**config.mk**
```make
export PLATFORM = sky130hd
export DESIGN_NAME = sram_arbiter_2p_flat
export DESIGN_NICKNAME = d
export VERILOG_FILES = /design/src/rtl/sram_arbiter_2p_if.sv /design/src/rtl/sram_arbiter_2p.sv /design/src/flat_wrapper.sv
export SDC_FILE = /design/constraint.sdc
export NUM_CORES = 1
export LEC_CHECK = 0
export ABC_AREA = 1
export CAP_MARGIN = 15
export CORE_AREA = 2 2 724 726
export CTS_CLUSTER_DIAMETER = 40
export DETAILED_ROUTE_END_ITERATION = 16
export DIE_AREA = 0 0 726 728
export PLACE_DENSITY = 0.31
export SETUP_SLACK_MARGIN = 0.3
export SYNTH_ARGS = -nofsm -noshare
export SYNTH_HDL_FRONTEND = slang
export SYNTH_SLANG_ARGS = --single-unit
```
**constraint.sdc**
```tcl
create_clock -name clock -period 3.2 [get_ports clock]
set_input_delay 0.8 -clock clock [delete_from_list [all_inputs] [get_ports clock]]
set_output_delay 0.8 -clock clock [all_outputs]
set_load 0.005 [all_outputs]
```
**src/rtl/sram_arbiter_2p_if.sv**
```systemverilog
// Purpose: one requester's request channel plus its read-response channel.
// Ports: req_* (valid/ready request carrying write flag, address, data, lane mask),
//        rsp_* (valid/ready read response carrying the captured word).
interface sram_arbiter_2p_if #(
  parameter int ADDR_W = 8,
  parameter int DATA_W = 288,
  parameter int MASK_W = 32
) ();
  logic              req_valid;
  logic              req_ready;
  logic              req_write;
  logic [ADDR_W-1:0] req_addr;
  logic [DATA_W-1:0] req_wdata;
  logic [MASK_W-1:0] req_wmask;
  logic              rsp_valid;
  logic              rsp_ready;
  logic [DATA_W-1:0] rsp_rdata;

  // Requester side.
  modport master (
    output req_valid, req_write, req_addr, req_wdata, req_wmask, rsp_ready,
    input  req_ready, rsp_valid, rsp_rdata
  );

  // Arbiter side.
  modport slave (
    input  req_valid, req_write, req_addr, req_wdata, req_wmask, rsp_ready,
    output req_ready, rsp_valid, rsp_rdata
  );
endinterface

```
**src/rtl/sram_arbiter_2p.sv**
```systemverilog
// Purpose: shares one single-port lane-masked SRAM between two requesters, one access per cycle.
// Latency: request ready is combinational; read data is valid 2 cycles after the read is accepted.
// Backpressure: a port's read is held off while it has a read in flight or an unconsumed response.
// Ports: clock/resetn; port0/port1 requester interfaces; sram_* drive the macro, sram_rdata returns from it.
module sram_arbiter_2p #(
  parameter int ADDR_W     = 8,
  parameter int DATA_W     = 288,
  parameter int MASK_W     = 32,
  parameter int FIXED_PRIO = 0
) (
  input  logic                 clock,
  input  logic                 resetn,
  sram_arbiter_2p_if.slave     port0,
  sram_arbiter_2p_if.slave     port1,
  output logic                 sram_valid,
  output logic                 sram_write,
  output logic [ADDR_W-1:0]    sram_addr,
  output logic [DATA_W-1:0]    sram_wdata,
  output logic [MASK_W-1:0]    sram_wmask,
  input  logic [DATA_W-1:0]    sram_rdata
);

  typedef enum logic [1:0] {
    RD_IDLE     = 2'd0,
    RD_INFLIGHT = 2'd1,
    RD_HOLD     = 2'd2
  } rd_state_e;

  localparam bit FIXED = (FIXED_PRIO != 0);

  rd_state_e         state_q [2];
  rd_state_e         state_d [2];
  logic [DATA_W-1:0] rdata_q [2];
  logic [DATA_W-1:0] rdata_d [2];
  logic              last_grant_q;
  logic              last_grant_d;

  logic [1:0]        req_vld;
  logic [1:0]        req_wr;
  logic [1:0]        rsp_rdy;
  logic [1:0]        elig;
  logic [1:0]        gnt;
  logic              pick0;
  logic [ADDR_W-1:0] req_addr_a  [2];
  logic [DATA_W-1:0] req_wdata_a [2];
  logic [MASK_W-1:0] req_wmask_a [2];

  assign req_vld        = {port1.req_valid, port0.req_valid};
  assign req_wr         = {port1.req_write, port0.req_write};
  assign rsp_rdy        = {port1.rsp_ready, port0.rsp_ready};
  assign req_addr_a[0]  = port0.req_addr;
  assign req_addr_a[1]  = port1.req_addr;
  assign req_wdata_a[0] = port0.req_wdata;
  assign req_wdata_a[1] = port1.req_wdata;
  assign req_wmask_a[0] = port0.req_wmask;
  assign req_wmask_a[1] = port1.req_wmask;

  // Eligibility uses only a port's own state; a held response that is being
  // consumed this cycle frees its slot for a new read in the same cycle.
  always_comb begin
    elig = '0;
    for (int p = 0; p < 2; p++) begin
      elig[p] = req_vld[p] &&
                (req_wr[p] || (state_q[p] == RD_IDLE) ||
                 ((state_q[p] == RD_HOLD) && rsp_rdy[p]));
    end
  end

  // Grants are built from eligibility, never from the other port's ready,
  // so there is no combinational loop between the two ready outputs.
  assign pick0  = FIXED || last_grant_q;
  assign gnt[0] = elig[0] && (!elig[1] || pick0);
  assign gnt[1] = elig[1] && (!elig[0] || !pick0);

  always_comb begin
    last_grant_d = last_grant_q;
    if (gnt[1])      last_grant_d = 1'b1;
    else if (gnt[0]) last_grant_d = 1'b0;
  end

  assign port0.req_ready = gnt[0];
  assign port1.req_ready = gnt[1];

  always_comb begin
    sram_valid = gnt[0] | gnt[1];
    sram_write = 1'b0;
    sram_addr  = '0;
    sram_wdata = '0;
    sram_wmask = '0;
    if (gnt[0]) begin
      sram_write = req_wr[0];
      sram_addr  = req_addr_a[0];
      sram_wdata = req_wdata_a[0];
      sram_wmask = req_wr[0] ? req_wmask_a[0] : '0;
    end else if (gnt[1]) begin
      sram_write = req_wr[1];
      sram_addr  = req_addr_a[1];
      sram_wdata = req_wdata_a[1];
      sram_wmask = req_wr[1] ? req_wmask_a[1] : '0;
    end
  end

  // Per-port read tracker. The macro output only survives until the next read
  // by either port, so it is captured the cycle after this port's read.
  always_comb begin
    for (int p = 0; p < 2; p++) begin
      state_d[p] = state_q[p];
      rdata_d[p] = rdata_q[p];
      case (state_q[p])
        RD_IDLE: begin
          if (gnt[p] && !req_wr[p]) state_d[p] = RD_INFLIGHT;
        end
        RD_INFLIGHT: begin
          state_d[p] = RD_HOLD;
          rdata_d[p] = sram_rdata;
        end
        RD_HOLD: begin
          if (rsp_rdy[p]) state_d[p] = (gnt[p] && !req_wr[p]) ? RD_INFLIGHT : RD_IDLE;
        end
        default: state_d[p] = RD_IDLE;
      endcase
    end
  end

  always_ff @(posedge clock or negedge resetn) begin
    if (!resetn) begin
      for (int p = 0; p < 2; p++) begin
        state_q[p] <= RD_IDLE;
        rdata_q[p] <= '0;
      end
      last_grant_q <= 1'b1;
    end else begin
      for (int p = 0; p < 2; p++) begin
        state_q[p] <= state_d[p];
        rdata_q[p] <= rdata_d[p];
      end
      last_grant_q <= last_grant_d;
    end
  end

  assign port0.rsp_valid = (state_q[0] == RD_HOLD);
  assign port1.rsp_valid = (state_q[1] == RD_HOLD);
  assign port0.rsp_rdata = rdata_q[0];
  assign port1.rsp_rdata = rdata_q[1];

endmodule

```
**src/flat_wrapper.sv**
```systemverilog
// flat-port wrapper written by rule: the top's interface ports become plain ports
module sram_arbiter_2p_flat 
#(
  parameter int ADDR_W     = 8,
  parameter int DATA_W     = 288,
  parameter int MASK_W     = 32,
  parameter int FIXED_PRIO = 0
)
  (clock, resetn, sram_valid, sram_write, sram_addr, sram_wdata, sram_wmask, sram_rdata, port0_req_valid, port0_req_write, port0_req_addr, port0_req_wdata, port0_req_wmask, port0_rsp_ready, port0_req_ready, port0_rsp_valid, port0_rsp_rdata, port1_req_valid, port1_req_write, port1_req_addr, port1_req_wdata, port1_req_wmask, port1_rsp_ready, port1_req_ready, port1_rsp_valid, port1_rsp_rdata);
  sram_arbiter_2p_if #(.ADDR_W(ADDR_W), .DATA_W(DATA_W), .MASK_W(MASK_W)) port0_i ();
  sram_arbiter_2p_if #(.ADDR_W(ADDR_W), .DATA_W(DATA_W), .MASK_W(MASK_W)) port1_i ();
  input  logic clock;
  input  logic resetn;
  output logic sram_valid;
  output logic sram_write;
  output logic [ADDR_W-1:0] sram_addr;
  output logic [DATA_W-1:0] sram_wdata;
  output logic [MASK_W-1:0] sram_wmask;
  input  logic [DATA_W-1:0] sram_rdata;
  input wire logic [$bits(port0_i.req_valid)-1:0] port0_req_valid;
  input wire logic [$bits(port0_i.req_write)-1:0] port0_req_write;
  input wire logic [$bits(port0_i.req_addr)-1:0] port0_req_addr;
  input wire logic [$bits(port0_i.req_wdata)-1:0] port0_req_wdata;
  input wire logic [$bits(port0_i.req_wmask)-1:0] port0_req_wmask;
  input wire logic [$bits(port0_i.rsp_ready)-1:0] port0_rsp_ready;
  output wire logic [$bits(port0_i.req_ready)-1:0] port0_req_ready;
  output wire logic [$bits(port0_i.rsp_valid)-1:0] port0_rsp_valid;
  output wire logic [$bits(port0_i.rsp_rdata)-1:0] port0_rsp_rdata;
  input wire logic [$bits(port1_i.req_valid)-1:0] port1_req_valid;
  input wire logic [$bits(port1_i.req_write)-1:0] port1_req_write;
  input wire logic [$bits(port1_i.req_addr)-1:0] port1_req_addr;
  input wire logic [$bits(port1_i.req_wdata)-1:0] port1_req_wdata;
  input wire logic [$bits(port1_i.req_wmask)-1:0] port1_req_wmask;
  input wire logic [$bits(port1_i.rsp_ready)-1:0] port1_rsp_ready;
  output wire logic [$bits(port1_i.req_ready)-1:0] port1_req_ready;
  output wire logic [$bits(port1_i.rsp_valid)-1:0] port1_rsp_valid;
  output wire logic [$bits(port1_i.rsp_rdata)-1:0] port1_rsp_rdata;
  assign port0_i.req_valid = port0_req_valid;
  assign port0_i.req_write = port0_req_write;
  assign port0_i.req_addr = port0_req_addr;
  assign port0_i.req_wdata = port0_req_wdata;
  assign port0_i.req_wmask = port0_req_wmask;
  assign port0_i.rsp_ready = port0_rsp_ready;
  assign port0_req_ready = port0_i.req_ready;
  assign port0_rsp_valid = port0_i.rsp_valid;
  assign port0_rsp_rdata = port0_i.rsp_rdata;
  assign port1_i.req_valid = port1_req_valid;
  assign port1_i.req_write = port1_req_write;
  assign port1_i.req_addr = port1_req_addr;
  assign port1_i.req_wdata = port1_req_wdata;
  assign port1_i.req_wmask = port1_req_wmask;
  assign port1_i.rsp_ready = port1_rsp_ready;
  assign port1_req_ready = port1_i.req_ready;
  assign port1_rsp_valid = port1_i.rsp_valid;
  assign port1_rsp_rdata = port1_i.rsp_rdata;
  sram_arbiter_2p #(.ADDR_W(ADDR_W), .DATA_W(DATA_W), .MASK_W(MASK_W), .FIXED_PRIO(FIXED_PRIO)) u_core (.clock(clock), .resetn(resetn), .port0(port0_i), .port1(port1_i), .sram_valid(sram_valid), .sram_write(sram_write), .sram_addr(sram_addr), .sram_wdata(sram_wdata), .sram_wmask(sram_wmask), .sram_rdata(sram_rdata));
endmodule
```
==> results.txt <==
PortBufs: 1861
largest net degree at the start of global routing: 94
FF-to-FF End: u_core.port0.rsp_rdata[211]
crit path capture: sram_wdata[136]
Area growth syn-to-layout: 166%
syn nets: 4402
die area: 0.529 mm2
synthesized area: 0.0272 mm2
fin nets: 6711
crit path launch type: input pin
sequential share of the synthesized area: 0.535
core area: 0.520 mm2
peak fanout along the critical path: 6
Critical Path Max Stage Delay: 0.72 ns
die extent in y: 728 um
period utilization: 1.23
max_slew headroom: 0.342
Flop pwr share: 0.248
placed cell count: 12.2k
Avg Inst Size Synth: 7.87 um2
reg-to-reg setup timing slack: 1.15 ns
initial detailed-routing violation count: 2726
met3 routed WL: 62700 um
pre-CTS setup slack: -1.19 ns
Final Max Slew Viols: 0
measured slew at the worst slew-check pin: 0.987 ns
Routed wire per std cell: 30.3 um
Synth warnings: 0
dpl hpwl: 343000 um
final setup skew: 0.0429 ns
final hold viol count: 0
Worst Setup End Kind: primary output
routed wl met2: 167000 um
Post-Layout Cell Count: 12.9k
# DRC: 0
HP Class: in2reg
vias per std cell: 2.81
final core utilization: 0.139
latest clock arrival within the worst-skew pair: 0.78 ns
# IOs: 1862
final worst-path setup slack: -0.733 ns
RSZ-0062 raised after global routing: true
Setup violations, final: 332
Reg clk slew, reported paths: 0.04 ns
Synth top area share: 0.534
combinational share of power: 0.424
switch share: 0.354
Pwr Density: 635 mW/mm2
Clock Tree Root: clkbuf_16
Num CTS Buffers: 142
Met1 Wirelength: 150000 um
failing checks: negative setup slack
Arrival @ worst endpoint: 3.13 ns
via count: 36.4k
CP startpoint: port1_req_valid
NetSw: 16.2 mW
Max Cap Viol: 0
hold path start: port0_rsp_ready
Max Root-Sink Buffers: 4
post-route ant nets: 0
Die Wd: 726 um
fraction of layout cells with a size suffix above 1: 0.317
Required @ worst endpoint: 2.40 ns
Initial Utilization: 0.0522
area leader, netlist: dfrtp_1
first-pass GRT wire length: 469000 um
Cells after Synth: 3450
H-tree Lvls: 4
top cells by area, synth: dfrtp_1, nand2_1, nand3_1
Max Clock Freq: 254 MHz
worst hold margin: 0.411 ns
slowest CP cell: clkdlybuf4s50_1
Std-Cell Rows: 265
initial antenna violation count: 284
detailed-route wire length: 393000 um
Synth Register Bits: 581
maximum VDD drop: 0.000345 V
number of global-route vias before repair: 35.2k
Unique masters post-synth: 16
P_leak: 29.9 nW
Crit path top cell by count: buf_12
Cell Int Power: 29.6 mW
gr usage total: 0.142
worst-case reg-to-reg path depth: 6
Crit Path Class: in2out
final worst path period need: 3.93 ns
GRT overflow: 0
ordered cell list for the critical path: clkdlybuf4s50_1, a21boi_4, buf_12, buf_6, buf_12, buf_12, buf_16, clkbuf_16, nand3_2, nand2_2, buf_12
highest metal used: met5
worst r2r src: u_core.state_q[2]
Final GP Congestion: 0.954
clock sink count: 581
clock power share: 0.328
status: complete, but fails checks
CTS tree: yes
TritonRoute pass-1 iters: 7
cell usage after synthesis:
cell / number
buf_1: 2
o21ai_0: 576
nand2_1: 984
inv_2: 4
inv_1: 360
dfrtp_1: 580
clkbuf_4: 9
nand3_1: 660
dfstp_2: 1
buf_2: 169
nor2_1: 4
a21oi_4: 1
clkbuf_1: 87
a21boi_2: 1
buf_4: 11
o21ai_1: 1
final cells by class:
| class | instances | area [um2] |
|---|---|---|
| multi-input cells | 2228 | 15000 |
| well taps | 6942 | 8690 |
| diodes | 132 | 330 |
| clock buffers | 204 | 4220 |
| fillers | 59500 | 448000 |
| flip-flops and latches | 581 | 14500 |
| clock inverters | 51 | 658 |
| repair buffers | 2442 | 27300 |
| inverters | 364 | 1370 |
critical path, delay by kind of cell:
family,cells,cell delay [ns]
buffers and inverters,8,1.73
AOI/OAI and AO/OA,1,0.29
and+or+nand+nor,2,0.24
layout by cell type (no fill, tap or decap), types with 201 or more instances in the layout:
cell type,count
clkdlybuf4s50_1,1520
nand2_1,743
dfrtp_1,580
o21ai_0,576
inv_1,358
buf_6,317
nand3_4,234
nand3_2,226
buf_12,216
nand3_1,201
sequential cells by signal, indices dropped and copies added, names as in the netlist:
signal and flops:
u_core.port0.rsp_rdata 288, u_core.port1.rsp_rdata 288, u_core.state_q 4, u_core.last_grant_q 1
cell families (layout without fill, tap and decap cells):
family,count (synthesis),after routing,synth area share
AND/OR/NAND/NOR,1648,1649,0.258
AO/OA/AOI/OAI,579,579,0.107
buffers and inverters,642,3061,0.0993
other,0,132,0
flip-flops,581,581,0.535
metal layers:
| layer | GRT usage | vias up |
|---|---|---|
| li1 | - | 16000 |
| met1 | 0.164 | 17700 |
| met2 | 0.212 | 1944 |
| met3 | 0.0975 | 625 |
| met4 | 0.0339 | 142 |
| met5 | 0 | - |
power by group through the flow:
stage / sequential, mW / combinational, mW / clock, mW
floorplan: 11.4 / 3.37 / 0
global placement: 11.4 / 17.4 / 0
detailed placement: 11.4 / 17.3 / 0
CTS: 11.4 / 18.4 / 15.5
global route: 11.7 / 20.6 / 15.8
finish: 11.3 / 19.4 / 15.0
worst min path at each step:
stage               cells after the start                     endpoint
floorplan                               2          u_core.last_grant_q
global placement                        2  u_core.port1.rsp_rdata[140]
detailed placement                      2   u_core.port0.rsp_rdata[61]
CTS                                     4            u_core.state_q[3]
global route                            4            u_core.state_q[3]
finish                                  4            u_core.state_q[3]
stage by stage:
| step | setup TNS (ns) | power, mW | instance area [um2] |
|---|---|---|---|
| 6_report | -171.85 | 45.8 | 72200 |
| 5_1_grt | -179.13 | 48.1 | 71900 |
| 4_1_cts | -178.57 | 45.3 | 66100 |
| 3_5_place_dp | -332.62 | 28.7 | 57000 |
| 3_3_place_gp | -335.58 | 28.8 | 57000 |
| 2_1_floorplan | 0 | 14.8 | 27200 |
timing repair:
action | 4_1_cts | 5_1_grt
cloned | 38 | 14
endpoints found under the setup margin | 363 | 360
gates resized for setup | 1403 | 1139
setup buffers | 144 | 121
hold endpoints to repair | 18 | 0
hold buffers | 1 | 0
pin swaps | 90 | 288
(Power assumes the default switching activity.)
